--- src/rtl/ball_motion_if.sv ---
// ball_motion_if -- signal bundle between the video pipeline and ball_motion.
//
// Signals:
//   vsync      : active-low vertical sync from the XVGA timing generator
//   pspeed     : ball speed in pixels per frame (both axes)
//   paddle_y   : top row of the paddle
//   ball_x     : left column of the ball
//   ball_y     : top row of the ball
//   game_over  : high once the ball has been missed
//   frame_tick : one-cycle pulse following every frame update
//
// Modports:
//   master : the side that drives sync/speed/paddle and consumes the ball state
//   slave  : the ball_motion block itself
interface ball_motion_if;
  logic        vsync;
  logic [3:0]  pspeed;
  logic [9:0]  paddle_y;
  logic [10:0] ball_x;
  logic [9:0]  ball_y;
  logic        game_over;
  logic        frame_tick;

  modport master (
    output vsync, pspeed, paddle_y,
    input  ball_x, ball_y, game_over, frame_tick
  );

  modport slave (
    input  vsync, pspeed, paddle_y,
    output ball_x, ball_y, game_over, frame_tick
  );
endinterface

--- src/rtl/ball_motion.sv ---
// ball_motion -- Pong ball kinematics on a fixed 1024x768 playfield.
//
// Once per frame (on the falling edge of vsync) the ball is served, moved,
// bounced off the right/top/bottom walls or the paddle on the left, or
// declared missed. A miss freezes the game until reset.
//
// Ports:
//   vclock : 65 MHz pixel clock, the only clock
//   reset  : synchronous, active-high
//   bus    : ball_motion_if.slave (vsync, pspeed, paddle_y in;
//            ball_x, ball_y, game_over, frame_tick out, all registered)
module ball_motion #(
  parameter int BALL_SIZE    = 32,
  parameter int PADDLE_W     = 16,
  parameter int PADDLE_H     = 128,
  parameter int SERVE_FRAMES = 60
) (
  input  logic         vclock,
  input  logic         reset,
  ball_motion_if.slave bus
);

  typedef enum logic [1:0] {SERVE, RUN, OVER} state_t;

  // All motion arithmetic is done 12 bits wide so sums never wrap.
  localparam logic [11:0] BS12     = 12'(BALL_SIZE);
  localparam logic [11:0] PW12     = 12'(PADDLE_W);
  localparam logic [11:0] PH12     = 12'(PADDLE_H);
  localparam logic [11:0] X_MAX    = 12'(1024 - BALL_SIZE);
  localparam logic [11:0] Y_MAX    = 12'(768 - BALL_SIZE);
  localparam logic [10:0] SERVE_X  = 11'd496;
  localparam logic [9:0]  SERVE_Y  = 10'd368;
  localparam logic [7:0]  SERVE_LAST = 8'(SERVE_FRAMES - 1);

  state_t      state_q, state_d;
  logic [7:0]  serve_cnt_q, serve_cnt_d;
  logic [10:0] x_q, x_d;
  logic [9:0]  y_q, y_d;
  logic        dx_q, dx_d;
  logic        dy_q, dy_d;
  logic        game_over_q, game_over_d;
  logic        frame_tick_q;
  logic        vsync_d_q;

  logic        tick;
  logic        miss;
  logic        hit;
  logic [11:0] s12, x12, y12, py12;

  // Frame boundary: vsync was high last cycle and is low now.
  assign tick = vsync_d_q & ~bus.vsync;

  assign s12  = {8'd0, bus.pspeed};
  assign x12  = {1'b0, x_q};
  assign y12  = {2'b0, y_q};
  assign py12 = {2'b0, bus.paddle_y};

  // Vertical overlap of ball and paddle, using the pre-update ball row.
  assign hit = (y12 + BS12 > py12) && (y12 < py12 + PH12);

  always_comb begin
    state_d     = state_q;
    serve_cnt_d = serve_cnt_q;
    x_d         = x_q;
    y_d         = y_q;
    dx_d        = dx_q;
    dy_d        = dy_q;
    miss        = 1'b0;

    if (tick) begin
      case (state_q)
        SERVE: begin
          // The launch tick itself does not move the ball.
          if (serve_cnt_q == SERVE_LAST) begin
            state_d     = RUN;
            serve_cnt_d = 8'd0;
          end else begin
            serve_cnt_d = serve_cnt_q + 8'd1;
          end
        end

        RUN: begin
          // Horizontal axis.
          if (dx_q) begin
            if (x12 + s12 + BS12 >= 12'd1024) begin
              x_d  = 11'(X_MAX);
              dx_d = 1'b0;
            end else begin
              x_d = 11'(x12 + s12);
            end
          end else if (x12 < PW12 + s12) begin
            if (hit) begin
              x_d  = 11'(PW12);
              dx_d = 1'b1;
            end else begin
              x_d     = 11'd0;
              state_d = OVER;
              miss    = 1'b1;
            end
          end else begin
            x_d = 11'(x12 - s12);
          end

          // Vertical axis, independent of the horizontal one except that a
          // miss leaves the row untouched.
          if (!miss) begin
            if (dy_q) begin
              if (y12 + s12 + BS12 >= 12'd768) begin
                y_d  = 10'(Y_MAX);
                dy_d = 1'b0;
              end else begin
                y_d = 10'(y12 + s12);
              end
            end else if (y12 < s12) begin
              y_d  = 10'd0;
              dy_d = 1'b1;
            end else begin
              y_d = 10'(y12 - s12);
            end
          end
        end

        default: begin
          // OVER: everything frozen until reset.
        end
      endcase
    end

    game_over_d = (state_d == OVER);
  end

  always_ff @(posedge vclock) begin
    if (reset) begin
      state_q      <= SERVE;
      serve_cnt_q  <= 8'd0;
      x_q          <= SERVE_X;
      y_q          <= SERVE_Y;
      dx_q         <= 1'b1;
      dy_q         <= 1'b1;
      game_over_q  <= 1'b0;
      frame_tick_q <= 1'b0;
      vsync_d_q    <= 1'b1;
    end else begin
      state_q      <= state_d;
      serve_cnt_q  <= serve_cnt_d;
      x_q          <= x_d;
      y_q          <= y_d;
      dx_q         <= dx_d;
      dy_q         <= dy_d;
      game_over_q  <= game_over_d;
      frame_tick_q <= tick;
      vsync_d_q    <= bus.vsync;
    end
  end

  assign bus.ball_x     = x_q;
  assign bus.ball_y     = y_q;
  assign bus.game_over  = game_over_q;
  assign bus.frame_tick = frame_tick_q;

endmodule

--- src/flat_wrapper.sv ---
// flat-port wrapper written by rule: the top's interface ports become plain ports
module ball_motion_flat 
#(
  parameter int BALL_SIZE    = 32,
  parameter int PADDLE_W     = 16,
  parameter int PADDLE_H     = 128,
  parameter int SERVE_FRAMES = 60
)
  (vclock, reset, bus_vsync, bus_pspeed, bus_paddle_y, bus_ball_x, bus_ball_y, bus_game_over, bus_frame_tick);
  ball_motion_if bus_i ();
  input  logic vclock;
  input  logic reset;
  input wire logic [$bits(bus_i.vsync)-1:0] bus_vsync;
  input wire logic [$bits(bus_i.pspeed)-1:0] bus_pspeed;
  input wire logic [$bits(bus_i.paddle_y)-1:0] bus_paddle_y;
  output wire logic [$bits(bus_i.ball_x)-1:0] bus_ball_x;
  output wire logic [$bits(bus_i.ball_y)-1:0] bus_ball_y;
  output wire logic [$bits(bus_i.game_over)-1:0] bus_game_over;
  output wire logic [$bits(bus_i.frame_tick)-1:0] bus_frame_tick;
  assign bus_i.vsync = bus_vsync;
  assign bus_i.pspeed = bus_pspeed;
  assign bus_i.paddle_y = bus_paddle_y;
  assign bus_ball_x = bus_i.ball_x;
  assign bus_ball_y = bus_i.ball_y;
  assign bus_game_over = bus_i.game_over;
  assign bus_frame_tick = bus_i.frame_tick;
  ball_motion #(.BALL_SIZE(BALL_SIZE), .PADDLE_W(PADDLE_W), .PADDLE_H(PADDLE_H), .SERVE_FRAMES(SERVE_FRAMES)) u_core (.vclock(vclock), .reset(reset), .bus(bus_i));
endmodule
--- config.mk ---
export PLATFORM = sky130hd
export DESIGN_NAME = ball_motion_flat
export DESIGN_NICKNAME = d
export VERILOG_FILES = /design/src/rtl/ball_motion_if.sv /design/src/rtl/ball_motion.sv /design/src/flat_wrapper.sv
export SDC_FILE = /design/constraint.sdc
export NUM_CORES = 1
export LEC_CHECK = 0
export CAP_MARGIN = 20
export CORE_MARGIN = 2
export CORE_UTILIZATION = 38
export CTS_BUF_LIST = sky130_fd_sc_hd__clkbuf_8
export CTS_CLUSTER_SIZE = 16
export DETAILED_ROUTE_END_ITERATION = 7
export GPL_TIMING_DRIVEN = 1
export SLEW_MARGIN = 20
export SYNTH_ARGS = -nofsm -noshare
export SYNTH_HDL_FRONTEND = slang
export SYNTH_SLANG_ARGS = --single-unit
--- constraint.sdc ---
create_clock -name vclock -period 7.8 [get_ports vclock]
set_input_delay 2.34 -clock vclock [delete_from_list [all_inputs] [get_ports vclock]]
set_output_delay 2.34 -clock vclock [all_outputs]
set_load 0.03 [all_outputs]
==> results by stage, run 1 <==
Run status:
- The run finished with clean final reports.

Synthesis:
- The share of the synthesized area in the top cell type is 0.204.
- In the synthesized netlist the dominant register cell turns out to be dfxtp_1.
- The proportion of synthesized chip area in sequential cells is 0.204.
- The library cell occupying the most area in the post-synthesis netlist is dfxtp_1.
- By instance count, the leading cell after synthesis is nor2_1.
- Ranked by total cell area, the synthesized netlist is headed by dfxtp_1 20%, ha_1 13%, nor2_1 5.9%.
- The share of synthesized registers carrying an async set or reset is 0.
- The number of nets in the synthesized netlist is 518.
- The synthesized netlist occupies a cell area of 3530 um2.
- The instance count of the mapped netlist is 460.
- For this run, the number of Yosys warnings is 0.
- In the synthesized netlist, the cells that appear most often are 55 x nor2_1, 37 x ha_1, 36 x dfxtp_1.
- Each instance of the synthesized netlist takes up on average 7.67 um2.
- The count of different cell masters after synthesis is 69.
- Counting flops and latches in the post-synthesis netlist gives 36.
- Counting flops with a built-in enable in the synthesized netlist gives 0.

Setup path:
- The critical path startpoint is bus_pspeed[1].
- Walking the worst path, the cells encountered are clkdlybuf4s50_1 > inv_1 > ha_1 > nand2b_1 > a2111o_1 > a21o_1 > nand2_1 > ha_1 > nand4b_1 > nor4_1 > o211ai_1 > nand3_1 > mux2i_1 > nor2b_2 > o31ai_1 > a221o_1.
- The data arrival at the endpoint of the critical path is between 6 and 7 ns.
- The nature of the critical path startpoint is a primary input.
- Together, buffers and inverters on the worst path number 2.
- The critical path's top delay family is compound AO/OA/AOI/OAI gates.
- The reg-to-reg setup timing slack is approximately 4.3 ns.
- The cell at the slowest stage of the critical path is clkdlybuf4s50_1.
- The critical path capture point type is a register.
- The source of the worst register-to-register timing path is u_core.bus.ball_x[0].
- The most common cell type on the critical path is ha_1.
- Along the worst path, the maximum fanout reaches 7.
- The critical path required time is 7.98 ns.
- The setup path with the least slack is of type primary input to register.
- The biggest cell delay along the critical path is 0.70 ns.

STA:
- Subtracting the final worst setup slack from the clock period gives ~5.9 ns.
- The summed negative setup slack over all endpoints is 0 ns.
- Derived from the worst setup path, the maximum achievable clock frequency is 0.168 GHz.
- Setup repair after global routing left no endpoint under its margin.
- The worst pin sits at a relative slew slack of 0.347.
- The final worst clock skew is 0.00477 ns.
- The final hold violation count is 0.
- The count of final max-slew check failures came to 0.
- The setup-violating endpoint count in the final report is 0.
- Of the available clock period, the critical path in the final layout requires 0.761.
- The slew at the pin closest to its max-slew limit is approximately 0.97 ns.

Layout:
- The net count of the finished layout is 546.
- 0 antenna diodes ended up in the layout.
- Measured on the finished design, the core utilization comes to 0.450.
- The finished cells cover 4100 um2.
- The area growth from synthesis to layout is 16.1%.
- The share of layout cells above drive strength 1 is 0.0409.

CTS:
- In this run, CTS created clock tree buffers numbering 5.
- The number of setup buffers added after CTS is 0.
- The CTS tree is built.
- The count of hold-fix buffers inserted at cts is 0.
- The latest clock arrival within the worst-skew pair is around 0.29 ns.
- The count of instances resized after the clock tree is built is 0.
- The library cell used as clock root buffer is clkbuf_8.
- The CTS clock-pin slew for the worst setup and hold paths is 0.08 ns.
- The number of sinks driven by the clock tree is 36.
- The maximum clock path buffer count is 2.
- The clock tree synthesis step divided the H-tree into 2 levels.

Floorplanning:
- The floorplan step defined a core boundary enclosing 9110 um2.
- The number of rows in the core area is 35.
- The horizontal die dimension is 100 um.
- The initial utilization of the core area, before any placement, comes to 0.387.
- The area of the die is 10100 um2.
- The vertical extent of the die is 100 um.
- The I/O pin total is 40.

Power and ir drop:
- Of the total power, the share spent switching nets is 0.280.
- The portion of total power attributed to the clock network is 0.381.
- The internal power of the cells is roughly 0.32 mW.
- The leakage power total is between 1.5 and 2 nW.
- The analysis attributes to net switching a power of between 0.1 and 0.15 mW.
- The largest voltage drop on the vdd net is 0.0629 mV.
- The power per standard cell area is 107 nW/um2.
- The proportion of power drawn by flip-flops and latches is 0.442.
- The share of total power dissipated in combinational logic is 0.177.

Global routing:
- The global-route total usage across every layer is 0.193.
- The initial antenna violation count is 0.
- The via count of the first global-routing pass was 3341.
- Entering global routing, the biggest net connects 41 pins.
- The total overflow reported by the global router is 0.
- The global-route wire length before repair is 15.8 mm.

Detailed routing:
- The initial detailed-routing violation count is approximately 140.
- The final route contains 3452 vias.
- In the final routed layout, each cell accounts on average for 15.8 um.
- The first detailed-routing pass ran for 4 iterations.
- The total routed wirelength is 9.48 mm.
- The remaining number of nets flagged by the antenna check after routing is 0.
- The DRC violation count after routing is 0.
- The via-per-instance ratio is approximately 5.8.

Flow run:
- The number of maximum-capacitance violations is 0.

Placement:
- The placed wire-length estimate after detailed placement is 7.14 mm.
- The cell area after placement is about 4000 um2.
- The number of buffer cells added on primary ports is 39.
- The weighted congestion reported at the end of routability-driven placement is 0.904.

Min path:
- In this run the most critical hold path is launched from u_core.bus.ball_x[0].
- The path class of the tightest hold or removal check is register to register.
sequential cells by signal, summed over array words and instances, names as in the netlist:
name,flops
u_core.dx_q,1
u_core.state_q,2
u_core.bus.ball_x,11
u_core.vsync_d_q,1
u_core.dy_q,1
u_core.bus.frame_tick,1
u_core.bus.ball_y,10
u_core.serve_cnt_q,8
u_core.bus.game_over,1
kinds of logic after synthesis:
kind of cell	count (synthesis)	share of synthesized area
AND/OR/NAND/NOR	184	0.272
AO/OA/AOI/OAI	127	0.257
buffers and inverters	48	0.0532
adder cells (fa/ha/maj)	41	0.154
flip-flops	36	0.204
XOR/XNOR	22	0.0546
multiplexers	2	0.00567
placed cells by master, fill, tap and decap left out, types with 11 or more instances in the layout:
master	count
o21ai_0	19
a21oi_1	26
ha_1	37
nand2_1	27
nand3_1	18
dfxtp_1	36
nor2_1	55
nor2b_1	16
inv_1	28
xnor2_1	11
clkdlybuf4s50_1	39
xor2_1	11
power groups by stage:
stage               sequential (mW)  clock, mW  combinational (mW)
global placement              0.199          0              0.0774
global route                  0.195      0.184              0.0880
CTS                           0.194      0.172              0.0785
detailed placement            0.199          0              0.0780
finish                        0.194      0.168              0.0780
floorplan                     0.197          0              0.0519
worst min-delay path: stages (launching register included):
cell     delay [ns]
dfxtp_1        0.34
nand2_1        0.06
a21oi_1        0.05
per-stage QoR:
step	power (mW)	setup slack, ns	cells	hold WS, ns
floorplan	0.249	2.66	460	0.470
global placement	0.276	1.75	592	0.477
detailed placement	0.277	1.58	592	0.488
CTS	0.445	1.92	600	0.498
global route	0.467	1.69	600	0.520
finish	0.440	1.86	600	0.491
per-layer routing:
layer / up-vias / global-route usage / part of all wire
met2: 88 / 0.343 / 0.48
met3: 13 / 0.0251 / 0.039
met4: 0 / 0.0664 / 0.020
met5: - / 0 / 0
met1: 1612 / 0.241 / 0.46
li1: 1739 / - / -
final timing paths:
check / end / cells past startpoint
worst max register to register: u_core.bus.ball_x[8] / 14
worst max-delay path: u_core.bus.ball_x[8] / 16
worst min-delay path: u_core.bus.ball_x[0] / 2
worst min register to register: u_core.bus.ball_x[0] / 2
area by class of cell:
| class | count | area, um2 |
|---|---|---|
| fillers | 922 | 5010 |
| multi-input cells | 376 | 2620 |
| flip-flops and latches | 36 | 721 |
| repair buffers | 41 | 405 |
| well taps | 111 | 139 |
| inverters | 28 | 105 |
| clock buffers | 5 | 68.8 |
| clock inverters | 3 | 38.8 |
Note: power is estimated with default switching activity, not from simulation.
==> inputs of run 2 (changes only) <==
==> constraint.sdc (replaced) <==
create_clock -name vclock -period 5.8 [get_ports vclock]
set_input_delay 1.74 -clock vclock [delete_from_list [all_inputs] [get_ports vclock]]
set_output_delay 1.74 -clock vclock [all_outputs]
set_load 0.03 [all_outputs]
==> run 2 against run 1 <==
Net effect:
- global-route usage rose by 0.072 points
- critical path depth unchanged
- total power rose by 35%
- sequential share of layout area shrank 0.096 points
- sequential cell count did not move
- register-to-register slack got worse by 2.0 ns
- via count increased by 1.1%
- cell area grew 0.55%
- hold slack improved by 0.0089 ns
- critical path type unchanged
==> results by stage, run 2 (same netlist as run 1, synthesis figures left out) <==
CTS:
- The count of hold-fix buffers inserted at cts is 0 (unchanged).
- The library cell used as clock root buffer is clkbuf_8 (unchanged).
- The CTS tree is built (unchanged).
- The latest clock arrival within the worst-skew pair is 0.30 ns (was 0.29 ns).
- The deepest level of the CTS H-tree is 2 (unchanged).
- The total setup buffers inserted after CTS is 0 (unchanged).
- The number of sinks driven by the clock tree was 36 (unchanged).
- The CTS clock-pin slew for the worst setup and hold paths is 0.08 ns (about the same).
- The maximum clock path buffer count came to 2 (unchanged).
- The count of instances resized after the clock tree is built is 0 (unchanged).
- The total CTS buffers is 5 (unchanged).

STA:
- The setup-violating endpoint count in the final report is 0 (unchanged).
- The final hold violation count is 0 (unchanged).
- The maximum achievable frequency is 0.194 GHz.
- The worst hold margin is 0.500 ns (was 0.491 ns).
- The count of final max-slew check failures was 0 (unchanged).
- The slew at the pin closest to its max-slew limit came to 0.605 ns (was 0.971 ns).
- Dividing the final minimum period by the clock period gives 0.889.
- The summed negative setup slack over all endpoints is 0 ns (unchanged).
- The headroom to the max-slew limit was 0.586 (was 0.347).
- Unrepaired setup endpoints after global routing: no (unchanged).
- The final worst clock skew came to 0.00666 ns (was 0.00477 ns).
- Subtracting the final worst setup slack from the clock period gives about 5.2 ns.

Layout:
- The number of antenna diodes is 0 (unchanged).
- The share of layout cells above drive strength 1 came to 0.0467 (was 0.0409).
- Top library cells by usage in the layout, fill and taps aside: 55 x nor2_1, 39 x clkdlybuf4s50_1, 37 x ha_1, 36 x dfxtp_1, 28 x inv_1 (unchanged).
- The most frequent standard cell in the layout excluding fill and tap cells is nor2_1 (unchanged).
- The synthesis-to-finish area growth is 16.8% (was 16.1%).
- The total of fill cells in the finished design was 989 (was 922).
- The number of flip-flops under the largest register name came to 11 (unchanged).
- The net count of the finished layout is 549 (was 546).

Global routing:
- The total overflow reported by the global router is 0 (unchanged).
- The global-route wire length before repair is 15.8 mm (about the same).
- The initial antenna violation count is 0 (unchanged).
- The global-route total usage across every layer is 0.194 (was 0.193).
- The via count of the first global-routing pass is 3337 (was 3341).
- The largest net degree at the start of global routing is 41 (unchanged).

Min path:
- The launch point of the worst hold path is u_core.bus.ball_x[0] (unchanged).
- The path category of the worst min-delay check was register to register (unchanged).
- The cell depth of the worst hold path came to 2 (unchanged).
- The worst-case hold path end point is u_core.bus.ball_x[0] (unchanged).

Flow run:
- The number of maximum-capacitance violations is 0 (unchanged).

Power and ir drop:
- The share of total power consumed by net switching is 0.281 (was 0.280).
- The leakage power total came to 1.64 nW (was 1.63 nW).
- The proportion of power drawn by flip-flops and latches was 0.440 (was 0.442).
- The total power was 0.593 mW (was 0.440 mW).
- The largest voltage drop on the vdd net is 0.0897 mV (was 0.0629 mV).
- The net load switching power is 0.167 mW (was 0.123 mW).
- The power per standard cell area is 144 nW/um2 (was 107 nW/um2).
- The internal power of the cells is 0.426 mW (was 0.316 mW).
- The portion of total power attributed to the clock network is 0.381 (about the same).
- The proportion of power drawn by combinational gates is 0.179 (was 0.177).

Setup path:
- The number of buffers and inverters on the critical path is 2 (unchanged).
- The critical path required time is 5.96 ns (was 7.98 ns).
- The data arrival at the endpoint of the critical path is 5.32 ns (was 6.12 ns).
- The critical path's top delay family is compound AO/OA/AOI/OAI gates (unchanged).
- The nature of the critical path startpoint was a primary input (unchanged).
- The cell at the slowest stage of the critical path is clkdlybuf4s50_1 (unchanged).
- The source of the worst register-to-register timing path is u_core.bus.ball_x[0] (unchanged).
- The number of cells on the worst reg-to-reg path is 15 (was 14).
- The reg-to-reg setup timing slack is 2.27 ns (was 4.25 ns).
- The capture point of the worst reg-to-reg path is u_core.bus.ball_x[3] (was u_core.bus.ball_x[8]).
- The critical path startpoint is bus_pspeed[3] (was bus_pspeed[1]).
- The cell count along the critical path is 16 (unchanged).
- The most common cell type on the critical path is ha_1 (unchanged).
- The largest fanout on the critical path is 11 (was 7).
- The critical path capture point type is a register (unchanged).
- The classification of the worst setup path is primary input to register (unchanged).
- Cell-by-cell listing of the critical path: clkdlybuf4s50_1 > inv_1 > ha_1 > nor2b_1 > o21ai_0 > a21o_1 > nand2_1 > ha_1 > nand4b_1 > nor4_1 > o211ai_1 > nand3_1 > mux2i_1 > and3b_1 > o32ai_1 > a211oi_1 (was clkdlybuf4s50_1 > inv_1 > ha_1 > nand2b_1 > a2111o_1 > a21o_1 > nand2_1 > ha_1 > nand4b_1 > nor4_1 > o211ai_1 > nand3_1 > mux2i_1 > nor2b_2 > o31ai_1 > a221o_1).
- The biggest cell delay along the critical path is 0.54 ns (was 0.70 ns).

Placement:
- The weighted congestion reported at the end of routability-driven placement is 0.953 (was 0.904).
- The number of buffer cells added on primary ports is 39 (unchanged).
- The placed wire-length estimate after detailed placement came to 7.29 mm (was 7.14 mm).

Detailed routing:
- The detailed-router iteration count before antenna repair is 4 (unchanged).
- The via-per-instance ratio came to 5.79 (was 5.75).
- The total routed wirelength is 9.62 mm (was 9.48 mm).
- The detail-routed net length per standard cell is 16.0 um (was 15.8 um).
- The remaining number of nets flagged by the antenna check after routing is 0 (unchanged).
- The initial detailed-routing violation count was 135 (was 136).
- The total number of vias was 3489 (was 3452).
- The DRC violation count after routing is 0 (unchanged).

Floorplanning:
- The initial standard-cell utilization of the core is 0.387 (unchanged).
- The horizontal die dimension came to 100 um (unchanged).
- The area of the die was 10100 um2 (unchanged).
- The vertical extent of the die came to 100 um (unchanged).
- The I/O pin total is 40 (unchanged).
- The number of rows in the core area was 35 (unchanged).
- The placeable core region is 9110 um2 (unchanged).

Run status:
- Run status: complete, no violations (unchanged).
-- run 2: cell types whose count changed in the layout (fill, tap and decap cells not counted), sizes merged --
| cell | before | now |
|---|---|---|
| buf | 2 | 5 |
-- run 2: stage by stage --
step | cell area [um2] | utilization | instances | worst slack (ns)
after global routing | 4120 | 0.452 | 603 | 0.249
after CTS | 4120 | 0.452 | 603 | 0.697
after floorplan | 3530 | - | 460 | 1.26
final | 4120 | 0.452 | 603 | 0.643
after global placement | 4010 | 0.441 | 595 | 0.474
after detailed placement | 4010 | 0.441 | 595 | 0.392
-- run 2: how the worst max path moves through the flow --
stage / slack, ns / end
2_1_floorplan: 1.26 / u_core.bus.ball_x[3]
3_3_place_gp: 0.47 / u_core.bus.ball_x[3]
3_5_place_dp: 0.39 / u_core.bus.ball_x[9]
4_1_cts: 0.70 / u_core.bus.ball_x[9]
5_1_grt: 0.25 / u_core.bus.ball_x[3]
6_report: 0.64 / u_core.bus.ball_x[3]
-- run 2: final cells by class --
class | instances | area, um2 | share of cell area
clock inverter | 3 | 38.8 | 0.00941
timing repair buffer | 44 | 428 | 0.104
multi-input combinational | 376 | 2620 | 0.636
clock buffer | 5 | 68.8 | 0.0167
sequential | 36 | 721 | 0.175
inverter | 28 | 105 | 0.0255
tap | 111 | 139 | 0.0337
-- run 2: worst min-delay path, cell delays in order (launching register included) --
cell     delay [ns]
dfxtp_1        0.34
nand2_1        0.07
a21oi_1        0.05
-- run 2: metal layers --
| layer | global-route usage | up-vias | wire length [um] |
|---|---|---|---|
| li1 | - | 1743 | - |
| met1 | 0.243 | 1641 | 4340 |
| met2 | 0.338 | 83 | 4670 |
| met3 | 0.0230 | 22 | 350 |
| met4 | 0.0790 | 0 | 265 |
| met5 | 0 | - | 0 |
-- run 2: power by group through the flow --
stage,clock (mW),sequential [mW],combinational [mW]
5_1_grt,0.244,0.262,0.119
6_report,0.226,0.261,0.106
3_5_place_dp,0,0.267,0.106
4_1_cts,0.233,0.261,0.107
2_1_floorplan,0,0.265,0.0698
3_3_place_gp,0,0.267,0.104
